File: config.mk
export PLATFORM = sky130hd
export DESIGN_NAME = fetch_prefetch_unit
export DESIGN_NICKNAME = d
export VERILOG_FILES = /design/src/rtl/fetch_prefetch_unit.sv
export SDC_FILE = /design/constraint.sdc
export NUM_CORES = 1
export LEC_CHECK = 0
export ABC_AREA = 1
export CAP_MARGIN = 30
export CORE_MARGIN = 2
export CORE_UTILIZATION = 57
export CTS_CLUSTER_DIAMETER = 150
export DETAILED_ROUTE_END_ITERATION = 16
export GPL_TIMING_DRIVEN = 0
export PLACE_DENSITY = 0.9
export SLEW_MARGIN = 40
export SYNTH_ARGS = -nofsm -noshare
export SYNTH_HDL_FRONTEND = slang
export SYNTH_SLANG_ARGS = --single-unit
export TNS_END_PERCENT = 100
File: constraint.sdc
create_clock -name clk -period 3.52 [get_ports clk]
set_input_delay 0.704 -clock clk [delete_from_list [all_inputs] [get_ports clk]]
set_output_delay 0.704 -clock clk [all_outputs]
set_load 0.01 [all_outputs]
File: src/rtl/fetch_prefetch_unit.sv
// Instruction-fetch stage: owns the fetch PC, keeps one request outstanding to a
// variable-latency memory, and queues {instruction, pc+1} pairs for IF/ID.
module fetch_prefetch_unit #(
  parameter int ADDR_W   = 12,
  parameter int INSTR_W  = 19,
  parameter int DEPTH    = 2,
  parameter int RESET_PC = 0
) (
  input  logic               clk,
  input  logic               rst,
  output logic               imem_req,
  output logic [ADDR_W-1:0]  imem_addr,
  input  logic               imem_ready,
  input  logic               imem_valid,
  input  logic [INSTR_W-1:0] imem_data,
  input  logic               redirect,
  input  logic [ADDR_W-1:0]  redirect_pc,
  input  logic               id_ready,
  output logic               out_valid,
  output logic [INSTR_W-1:0] out_instruction,
  output logic [ADDR_W-1:0]  out_pc_plus1
);

  localparam int PTR_W = $clog2(DEPTH);
  localparam int CNT_W = PTR_W + 1;
  localparam logic [CNT_W-1:0]  DEPTH_C    = CNT_W'(DEPTH);
  localparam logic [ADDR_W-1:0] RESET_PC_C = ADDR_W'(RESET_PC);

  typedef enum logic [1:0] {S_IDLE, S_WAIT, S_DISCARD} state_t;

  state_t             state_q, state_d;
  logic [ADDR_W-1:0]  fetch_pc_q, fetch_pc_d;
  logic [ADDR_W-1:0]  req_pc_q, req_pc_d;
  logic [PTR_W-1:0]   wr_ptr_q, wr_ptr_d;
  logic [PTR_W-1:0]   rd_ptr_q, rd_ptr_d;
  logic [CNT_W-1:0]   count_q, count_d;
  // Set once a request has been issued since reset; responses seen in IDLE before
  // that are leftovers from a transaction abandoned by reset.
  logic               armed_q;
  logic [INSTR_W-1:0] instr_q [DEPTH];
  logic [ADDR_W-1:0]  pcp1_q  [DEPTH];

  logic issue, push, pop;

  assign imem_addr       = fetch_pc_q;
  assign out_valid       = (count_q != '0);
  assign out_instruction = instr_q[rd_ptr_q];
  assign out_pc_plus1    = pcp1_q[rd_ptr_q];

  always_comb begin
    imem_req   = 1'b0;
    state_d    = state_q;
    fetch_pc_d = fetch_pc_q;
    req_pc_d   = req_pc_q;
    wr_ptr_d   = wr_ptr_q;
    rd_ptr_d   = rd_ptr_q;
    count_d    = count_q;

    // Requests only go out with a free slot reserved, so a later push never overflows.
    if (state_q == S_IDLE) imem_req = rst && (count_q < DEPTH_C) && !redirect;
    issue = imem_req && imem_ready;
    push  = (state_q == S_WAIT) && imem_valid && !redirect;
    pop   = out_valid && id_ready && !redirect;

    unique case (state_q)
      S_IDLE:    if (issue) state_d = S_WAIT;
      S_WAIT: begin
        if (imem_valid)    state_d = S_IDLE;
        else if (redirect) state_d = S_DISCARD;
      end
      S_DISCARD: if (imem_valid) state_d = S_IDLE;
      default:   state_d = S_IDLE;
    endcase

    if (redirect) begin
      fetch_pc_d = redirect_pc;
      wr_ptr_d   = '0;
      rd_ptr_d   = '0;
      count_d    = '0;
    end else begin
      if (issue) begin
        req_pc_d   = fetch_pc_q;
        fetch_pc_d = fetch_pc_q + ADDR_W'(1);
      end
      if (push) wr_ptr_d = wr_ptr_q + PTR_W'(1);
      if (pop)  rd_ptr_d = rd_ptr_q + PTR_W'(1);
      count_d = count_q + CNT_W'(push) - CNT_W'(pop);
    end
  end

  always_ff @(posedge clk or negedge rst) begin
    if (!rst) begin
      state_q    <= S_IDLE;
      fetch_pc_q <= RESET_PC_C;
      req_pc_q   <= RESET_PC_C;
      wr_ptr_q   <= '0;
      rd_ptr_q   <= '0;
      count_q    <= '0;
      armed_q    <= 1'b0;
    end else begin
      state_q    <= state_d;
      fetch_pc_q <= fetch_pc_d;
      req_pc_q   <= req_pc_d;
      wr_ptr_q   <= wr_ptr_d;
      rd_ptr_q   <= rd_ptr_d;
      count_q    <= count_d;
      if (issue) armed_q <= 1'b1;
    end
  end

  genvar gi;
  generate
    for (gi = 0; gi < DEPTH; gi++) begin : g_slot
      always_ff @(posedge clk or negedge rst) begin
        if (!rst) begin
          instr_q[gi] <= '0;
          pcp1_q[gi]  <= '0;
        end else if (push && (wr_ptr_q == PTR_W'(gi))) begin
          instr_q[gi] <= imem_data;
          pcp1_q[gi]  <= req_pc_q + ADDR_W'(1);
        end
      end
    end
  endgenerate

  stray_valid_a: assert property (@(posedge clk) disable iff (!rst)
    !(imem_valid && armed_q && (state_q == S_IDLE)))
    else $error("imem_valid with no outstanding request");

endmodule
==> reports/summary.log, run 1 <==
[run_status] run status finished clean
[finish] antenna diode count 0
[timing] count of final hold-check violations 0
[worst_setup_path] worst setup path endpoint imem_req
[synth] Seq/Total Area, Yosys 51.45%
[placement] Post-DP Area 5441 sq um
[placement] Final GP Congestion 0.8535
[synth] fraction of registers with async set/reset 100.0%
[power_and_ir_drop] Net Sw Power 947.7 uW
[cts] number of buffers added by the clock tree synthesis step 9
[synth] total nets after synthesis 629
[detailed_routing] number of routed nets with antenna violations 0
[synth] count of warnings emitted by yosys 0
[timing] Slew headroom 64.45%
[power_and_ir_drop] sum of internal, switching and leakage power 2969 uW
[cts] clock latency reported for the late side of the worst-skew pair 0.36 ns
[global_route] largest net degree at the start of global routing 59
[cts] Setup Buffers After CTS 0
[power_and_ir_drop] Clk pwr share 24.1%
[floorplanning] die footprint 8575 sq um
[finish] number of nets in the finished design 722
[worst_hold_path] type of the worst min-delay path input pin to asynchronous set/reset pin
[synth] ys flop type dfrtp_1
[placement] I/O Buffers 81
[worst_setup_path] number of cells on the critical path 7
[worst_setup_path] CP Data Required Time 2.82 ns
[finish] layout overhead on the synthesized area 26.06%
[power_and_ir_drop] power per cell area 526.3 nW/um^2
[timing] crit share post-route 93.78%
[power_and_ir_drop] power share of the combinational group 29.1%
[floorplanning] number of placement rows 32
[cts] cells resized by post-CTS repair 0
[floorplanning] Boundary Pins 82
[global_route] remaining global-route overflow 0
[worst_setup_path] register-to-register path setup slack 1.73 ns
[worst_setup_path] worst r2r path cells 8
[detailed_routing] Routed WL 10870 um
[finish] Register Area 2302 sq um
[power_and_ir_drop] internal power 2021 uW
[worst_setup_path] crit-path max cell delay 0.55 ns
[cts] Longest Clk Path Bufs 2
[synth] number of unique standard cell types used by synthesis 29
[cts] clock-pin transition on the worst setup and hold timing paths 0.09 ns
[power_and_ir_drop] Sw Ratio 31.92%
[floorplanning] core footprint 7647 sq um
[timing] final clock skew 0.009569 ns
[worst_setup_path] arrival time at the worst endpoint 2.60 ns
[placement] Placed Instances 772
[timing] final critical-path required period 3.301 ns
[finish] combined area of the multi-input logic cells 1842 sq um
[synth] number of flops mapped to enable cells by yosys 0
[cts] CTS tree done
[floorplanning] die height 92.60 um
[finish] number of cells in the finished layout apart from fillers 788
[timing] maximum clock rate 302.9 MHz
[detailed_routing] Starting DRT DRC Count 303
[cts] CTS Hold Buffers Added 0
[synth] synthesized area divided by synthesized cell count 7.609 sq um
[floorplanning] effective utilization at floorplan 58.51%
[synth] gate count after technology mapping 588
[finish] leading cell types in the layout, fill and taps excluded nand2_1 (257), dfrtp_1 (92), clkdlybuf4s50_1 (80)
[detailed_routing] routed wire length per instance 13.79 um
[cts] CTS H-tree lvls 3
[detailed_routing] DRC violations left 0
[global_route] initial antenna violation count 0
[timing] final count of pins violating max slew 0
[placement] final HPWL from detailed placement 7827 um
[worst_setup_path] slowest cell on the critical path clkdlybuf4s50_1
[floorplanning] Horiz. Die Dim 92.60 um
[worst_setup_path] reg-to-reg critical path endpoint count_q[1]
[finish] fillcell total 541
[worst_setup_path] category of the most critical setup path input pin to output pin
[detailed_routing] via density per instance 5.338
[worst_setup_path] category of cells accounting for the largest share of critical-path delay buffers and inverters
[worst_setup_path] Critical R2R Launch count_q[1]
[job] number of max-cap violations 0
[finish] leading cell type in the layout, fill and taps excluded nand2_1
[power_and_ir_drop] maximum resistive drop on vdd 244.8 uV
[finish] ratio of cells with drive above 1 in the final layout 6.122%
[power_and_ir_drop] static leakage 0.002836 uW
[worst_setup_path] sort of element at the end of the critical path output pin
[finish] final instance area 5640 sq um
[timing] transition time at the pin with the least slew margin 0.5333 ns
[global_route] number of global-route vias before repair 4013
[worst_setup_path] start point of the critical path redirect
[worst_setup_path] Cell Chain, Critical Path clkdlybuf4s50_1, buf_2, inv_1, buf_2, nand2_1, nor2_1, clkdlybuf4s50_1
[timing] Fin Setup TNS 0 ns
[synth] register bit total from synthesis 92
[global_route] first-pass GRT wire length 17880 um
[detailed_routing] Initial DRT Pass Iterations 5
[timing] RSZ-0062 raised after global routing no
[cts] sink count of the clock tree 92
[worst_setup_path] CP max FO 10
[timing] total setup violations reported at the end of the flow 0
[synth] post-synthesis instance area 4474 sq um
[power_and_ir_drop] portion of total power attributed to sequential cells 46.8%
[detailed_routing] via count 4206
[worst_setup_path] number of buffers and inverters on the critical path 5
[cts] cell at the root of the clock tree clkbuf_8
[worst_setup_path] CP Launch Type input pin
[global_route] Total Routing Usage GR 26.17%
power by group through the flow:
stage	Combinational [uW]	Clock (uW)	Sequential [uW]
after floorplan	425	0	1380
after CTS	867	719	1390
final	863	716	1390
after global routing	957	764	1420
after global placement	822	0	1390
after detailed placement	858	0	1410
flip-flops by register name, summed over array words and instances, names as in the netlist:
| name | cells |
|---|---|
| instr_q | 38 |
| state_q | 2 |
| imem_addr | 12 |
| req_pc_q | 12 |
| wr_ptr_q | 1 |
| pcp1_q | 24 |
| rd_ptr_q | 1 |
| count_q | 2 |
routing by layer:
metal  vias to the layer above  track usage [%]  wire (um)
met3                        25            4.801        622
met1                      1991            34.80       4626
met4                         0            11.07        249
li1                       2025                -          -
met2                       165            42.46       5367
met5                         -                0          0
how the worst min path moves through the flow:
stage	cells past startpoint	to	slack [ns]
global placement	2	instr_q[32]	0.46
floorplan	0	count_q[0]	0.41
detailed placement	2	pcp1_q[8]	0.47
global route	1	imem_addr[7]	0.23
CTS	1	imem_addr[8]	0.23
finish	1	imem_addr[8]	0.23
through the flow:
stage / hold WS (ns) / setup WS (ns) / util [%]
after floorplan: 0.4084 / 1.449 / -
after global placement: 0.4614 / -2.184 / 70.78
after detailed placement: 0.4652 / 0.2271 / 71.16
after CTS: 0.2327 / 0.2140 / 73.76
after global routing: 0.2327 / 0.09565 / 73.76
final: 0.2297 / 0.2189 / 73.76
cells in the mapped netlist (2+ instances only):
cell type / number / area, sq um
dfrtp_1: 92 / 2302
buf_2: 10 / 50.05
inv_1: 51 / 191.4
nand2_1: 257 / 964.7
inv_2: 2 / 7.510
xor2_1: 6 / 52.55
clkbuf_1: 8 / 30.03
ha_1: 4 / 50.05
o21ai_1: 3 / 15.01
o21ai_0: 65 / 325.3
xnor2_1: 2 / 17.52
buf_4: 5 / 37.54
nand3_1: 39 / 195.2
nand4_1: 5 / 31.28
nand3b_1: 3 / 22.52
nor2_1: 23 / 86.33
cells by family (layout without fill, tap and decap cells):
| group | count (synthesis) | after routing | synth area share [%] |
|---|---|---|---|
| and+or+nand+nor | 335 | 335 | 30.59 |
| DFF | 92 | 92 | 51.45 |
| buffers and inverters | 79 | 177 | 7.383 |
| AOI/OAI and AO/OA | 70 | 70 | 7.886 |
| xor gates and xnor gates | 8 | 8 | 1.566 |
| adders and majority gates | 4 | 4 | 1.119 |
layout make-up:
class                      count  share of cell area (%)
sequential                    92                   40.82
multi-input combinational    417                   32.65
timing repair buffer          82                   14.88
inverter                      55                   3.705
clock buffer                  10                   2.263
tap                          102                   2.263
buffer                        24                   2.152
clock inverter                 6                   1.264
(Power assumes the default switching activity.)
==> inputs of run 2 (changes only) <==
--- a/config.mk
+++ b/config.mk
@@ -7,9 +7,8 @@
 export LEC_CHECK = 0
 export ABC_AREA = 1
 export CAP_MARGIN = 30
-export CORE_MARGIN = 2
 export CORE_UTILIZATION = 57
-export CTS_CLUSTER_DIAMETER = 150
+export CTS_CLUSTER_DIAMETER = 40
 export DETAILED_ROUTE_END_ITERATION = 16
 export GPL_TIMING_DRIVEN = 0
 export PLACE_DENSITY = 0.9
==> constraint.sdc (replaced) <==
create_clock -name clk -period 3.52 [get_ports clk]
set_input_delay 1.056 -clock clk [delete_from_list [all_inputs] [get_ports clk]]
set_output_delay 1.056 -clock clk [all_outputs]
set_load 0.01 [all_outputs]
==> run 2 against run 1 <==
Clock power down 6.4%. Count of clock-buffer cells in the layout unchanged. Core utilization is 2.2 points higher. First-iteration DRC count grew 1.7%. Largest power group unchanged. Worst hold slack better by 0.26 ns. Final cell count decreased by 0.38%. Critical path type unchanged. Sequential power about the same. Sequential cell count did not move. Maximum frequency is 1.9% lower. Via count is 1.1% higher. Sequential share of layout area increased by 0.11 points. Largest cell class unchanged. Non-clock buffer count unchanged.
==> reports/summary.log, run 2 (synthesis gave the netlist of run 1 again) <==
[run_status] run status finished clean
[detailed_routing] number of routed nets with antenna violations 0
[global_route] remaining global-route overflow 0
[cts] CTS H-tree lvls 3
[timing] final critical-path required period 3.364 ns
[detailed_routing] Initial DRT Pass Iterations 5
[worst_setup_path] category of the most critical setup path input pin to output pin
[cts] CTS tree done
[floorplanning] core footprint 7408 sq um
[global_route] Total Routing Usage GR 29.57%
[cts] Longest Clk Path Bufs 2
[power_and_ir_drop] maximum resistive drop on vdd 225.0 uV
[placement] I/O Buffers 81
[finish] leading cell type in the layout, fill and taps excluded nand2_1
[timing] minimum hold slack 0.4881 ns
[finish] combined area of the multi-input logic cells 1842 sq um
[cts] number of buffers added by the clock tree synthesis step 9
[floorplanning] Boundary Pins 82
[timing] crit share post-route 95.57%
[timing] count of final hold-check violations 0
[power_and_ir_drop] power per cell area 520.2 nW/um^2
[floorplanning] die height 90.60 um
[timing] RSZ-0062 raised after global routing no
[floorplanning] Horiz. Die Dim 90.60 um
[floorplanning] die footprint 8208 sq um
[worst_setup_path] CP Launch Type input pin
[timing] maximum clock rate 297.3 MHz
[worst_setup_path] CP max FO 10
[placement] Final GP Congestion 0.9256
[finish] fillcell total 524
[detailed_routing] via density per instance 5.418
[detailed_routing] Starting DRT DRC Count 308
[placement] final HPWL from detailed placement 7845 um
[global_route] first-pass GRT wire length 19460 um
[timing] transition time at the pin with the least slew margin 0.5108 ns
[cts] Setup Buffers After CTS 0
[finish] ratio of cells with drive above 1 in the final layout 6.560%
[timing] final count of pins violating max slew 0
[finish] largest reg by FF count instr_q
[finish] layout overhead on the synthesized area 25.73%
[worst_hold_path] type of the worst min-delay path flip-flop to flip-flop
[floorplanning] effective utilization at floorplan 60.40%
[finish] Register Area 2302 sq um
[finish] Largest register FFs 38
[finish] antenna diode count 0
[placement] Placed Instances 769
[cts] clock-pin transition on the worst setup and hold timing paths 0.08 ns
[global_route] largest net degree at the start of global routing 60
[cts] sink count of the clock tree 92
[timing] total setup violations reported at the end of the flow 0
[worst_setup_path] arrival time at the worst endpoint 2.31 ns
[detailed_routing] via count 4253
[detailed_routing] DRC violations left 0
[cts] clock latency reported for the late side of the worst-skew pair 0.36 ns
[finish] number of cells in the finished layout apart from fillers 785
[detailed_routing] routed wire length per instance 14.39 um
[job] number of max-cap violations 0
[timing] Slew headroom 65.95%
[timing] final clock skew 0.01424 ns
[finish] Largest regs instr_q x38, pcp1_q x24
[finish] leading cell types in the layout, fill and taps excluded nand2_1 (257), dfrtp_1 (92), clkdlybuf4s50_1 (78)
[power_and_ir_drop] static leakage 0.002840 uW
[worst_setup_path] CP Data Required Time 2.46 ns
[floorplanning] number of placement rows 31
[finish] number of nets in the finished design 722
[global_route] number of global-route vias before repair 4172
[worst_setup_path] sort of element at the end of the critical path output pin
[cts] CTS Hold Buffers Added 0
[global_route] initial antenna violation count 0
[detailed_routing] Routed WL 11290 um
[finish] post-route core utilization 75.93%
[cts] cell at the root of the clock tree clkbuf_8
## run 2: cell types whose count changed in the layout (fill, tap and decap cells not counted), sizes merged
cell | previous run | this run
bufinv | 1 | 0
clkdlybuf4s50 | 80 | 78
clkinv | 2 | 3
dlygate4sd2 | 0 | 2
## run 2: cell type report
cell class | instances | share of cell area (%)
plain buffers | 24 | 2.269
clock buffers | 10 | 2.447
clock inverters | 6 | 0.8230
inverters | 55 | 3.714
multi-input cells | 417 | 32.74
flip-flops and latches | 92 | 40.93
well taps | 99 | 2.202
repair buffers | 82 | 14.88
## run 2: path summary, 6_finish.rpt
| check | startpoint | end | slack, ns | cells after the start |
|---|---|---|---|---|
| worst min register to register | pcp1_q[19] | pcp1_q[19] | 0.49 | 2 |
| worst min-delay path | pcp1_q[19] | pcp1_q[19] | 0.49 | 2 |
| worst max register to register | count_q[1] | count_q[1] | 1.72 | 8 |
| max in group asynchronous | rst | instr_q[37] | 2.37 | 2 |
| worst max-delay path | redirect | imem_req | 0.16 | 7 |
| min in group asynchronous | rst | imem_addr[4] | 0.57 | 1 |
## run 2: power breakdown
part | internal (uW) | switching, uW
clock | 281 | 389
sequential | 1250 | 138
combinational | 433 | 433
## run 2: metal layers
layer	up-vias	GRT usage, %	part of all wire, %
li1	2027	-	-
met1	1985	38.32	40
met2	210	49.56	50
met3	31	5.051	7.7
met4	0	11.56	2.6
met5	-	0	0
## run 2: what timing repair did
item / 4_1_cts / 5_1_grt
gates resized for setup: 5 / 2
hold endpoints to repair: 0 / 0
setup endpoints to repair: 1 / 9
## run 2: critical path, stage by stage
cell	delay [ns]
dlygate4sd2_1	0.29
buf_4	0.19
inv_2	0.11
buf_4	0.19
nand2_1	0.07
nor2_1	0.11
dlygate4sd2_1	0.28
## run 2: through the flow
step	setup TNS [ns]	total power [uW]	setup WS, ns	area [sq um]
detailed placement	-0.4902	2260	-0.4902	5438
floorplan	0	1804	0.7454	4474
global route	0	3088	0.06081	5625
finish	0	2927	0.1561	5625
global placement	-229.10	2216	-2.913	5409
CTS	0	2922	0.07934	5624
==> inputs of run 3 (changes only) <==
--- a/config.mk
+++ b/config.mk
@@ -11,6 +11,7 @@
 export CTS_CLUSTER_DIAMETER = 40
 export DETAILED_ROUTE_END_ITERATION = 16
 export GPL_TIMING_DRIVEN = 0
+export HOLD_SLACK_MARGIN = 0.1
 export PLACE_DENSITY = 0.9
 export SLEW_MARGIN = 40
 export SYNTH_ARGS = -nofsm -noshare
==> results of run 3 <==
Same layout as run 2: the final DEF is identical, and so are final timing and power.
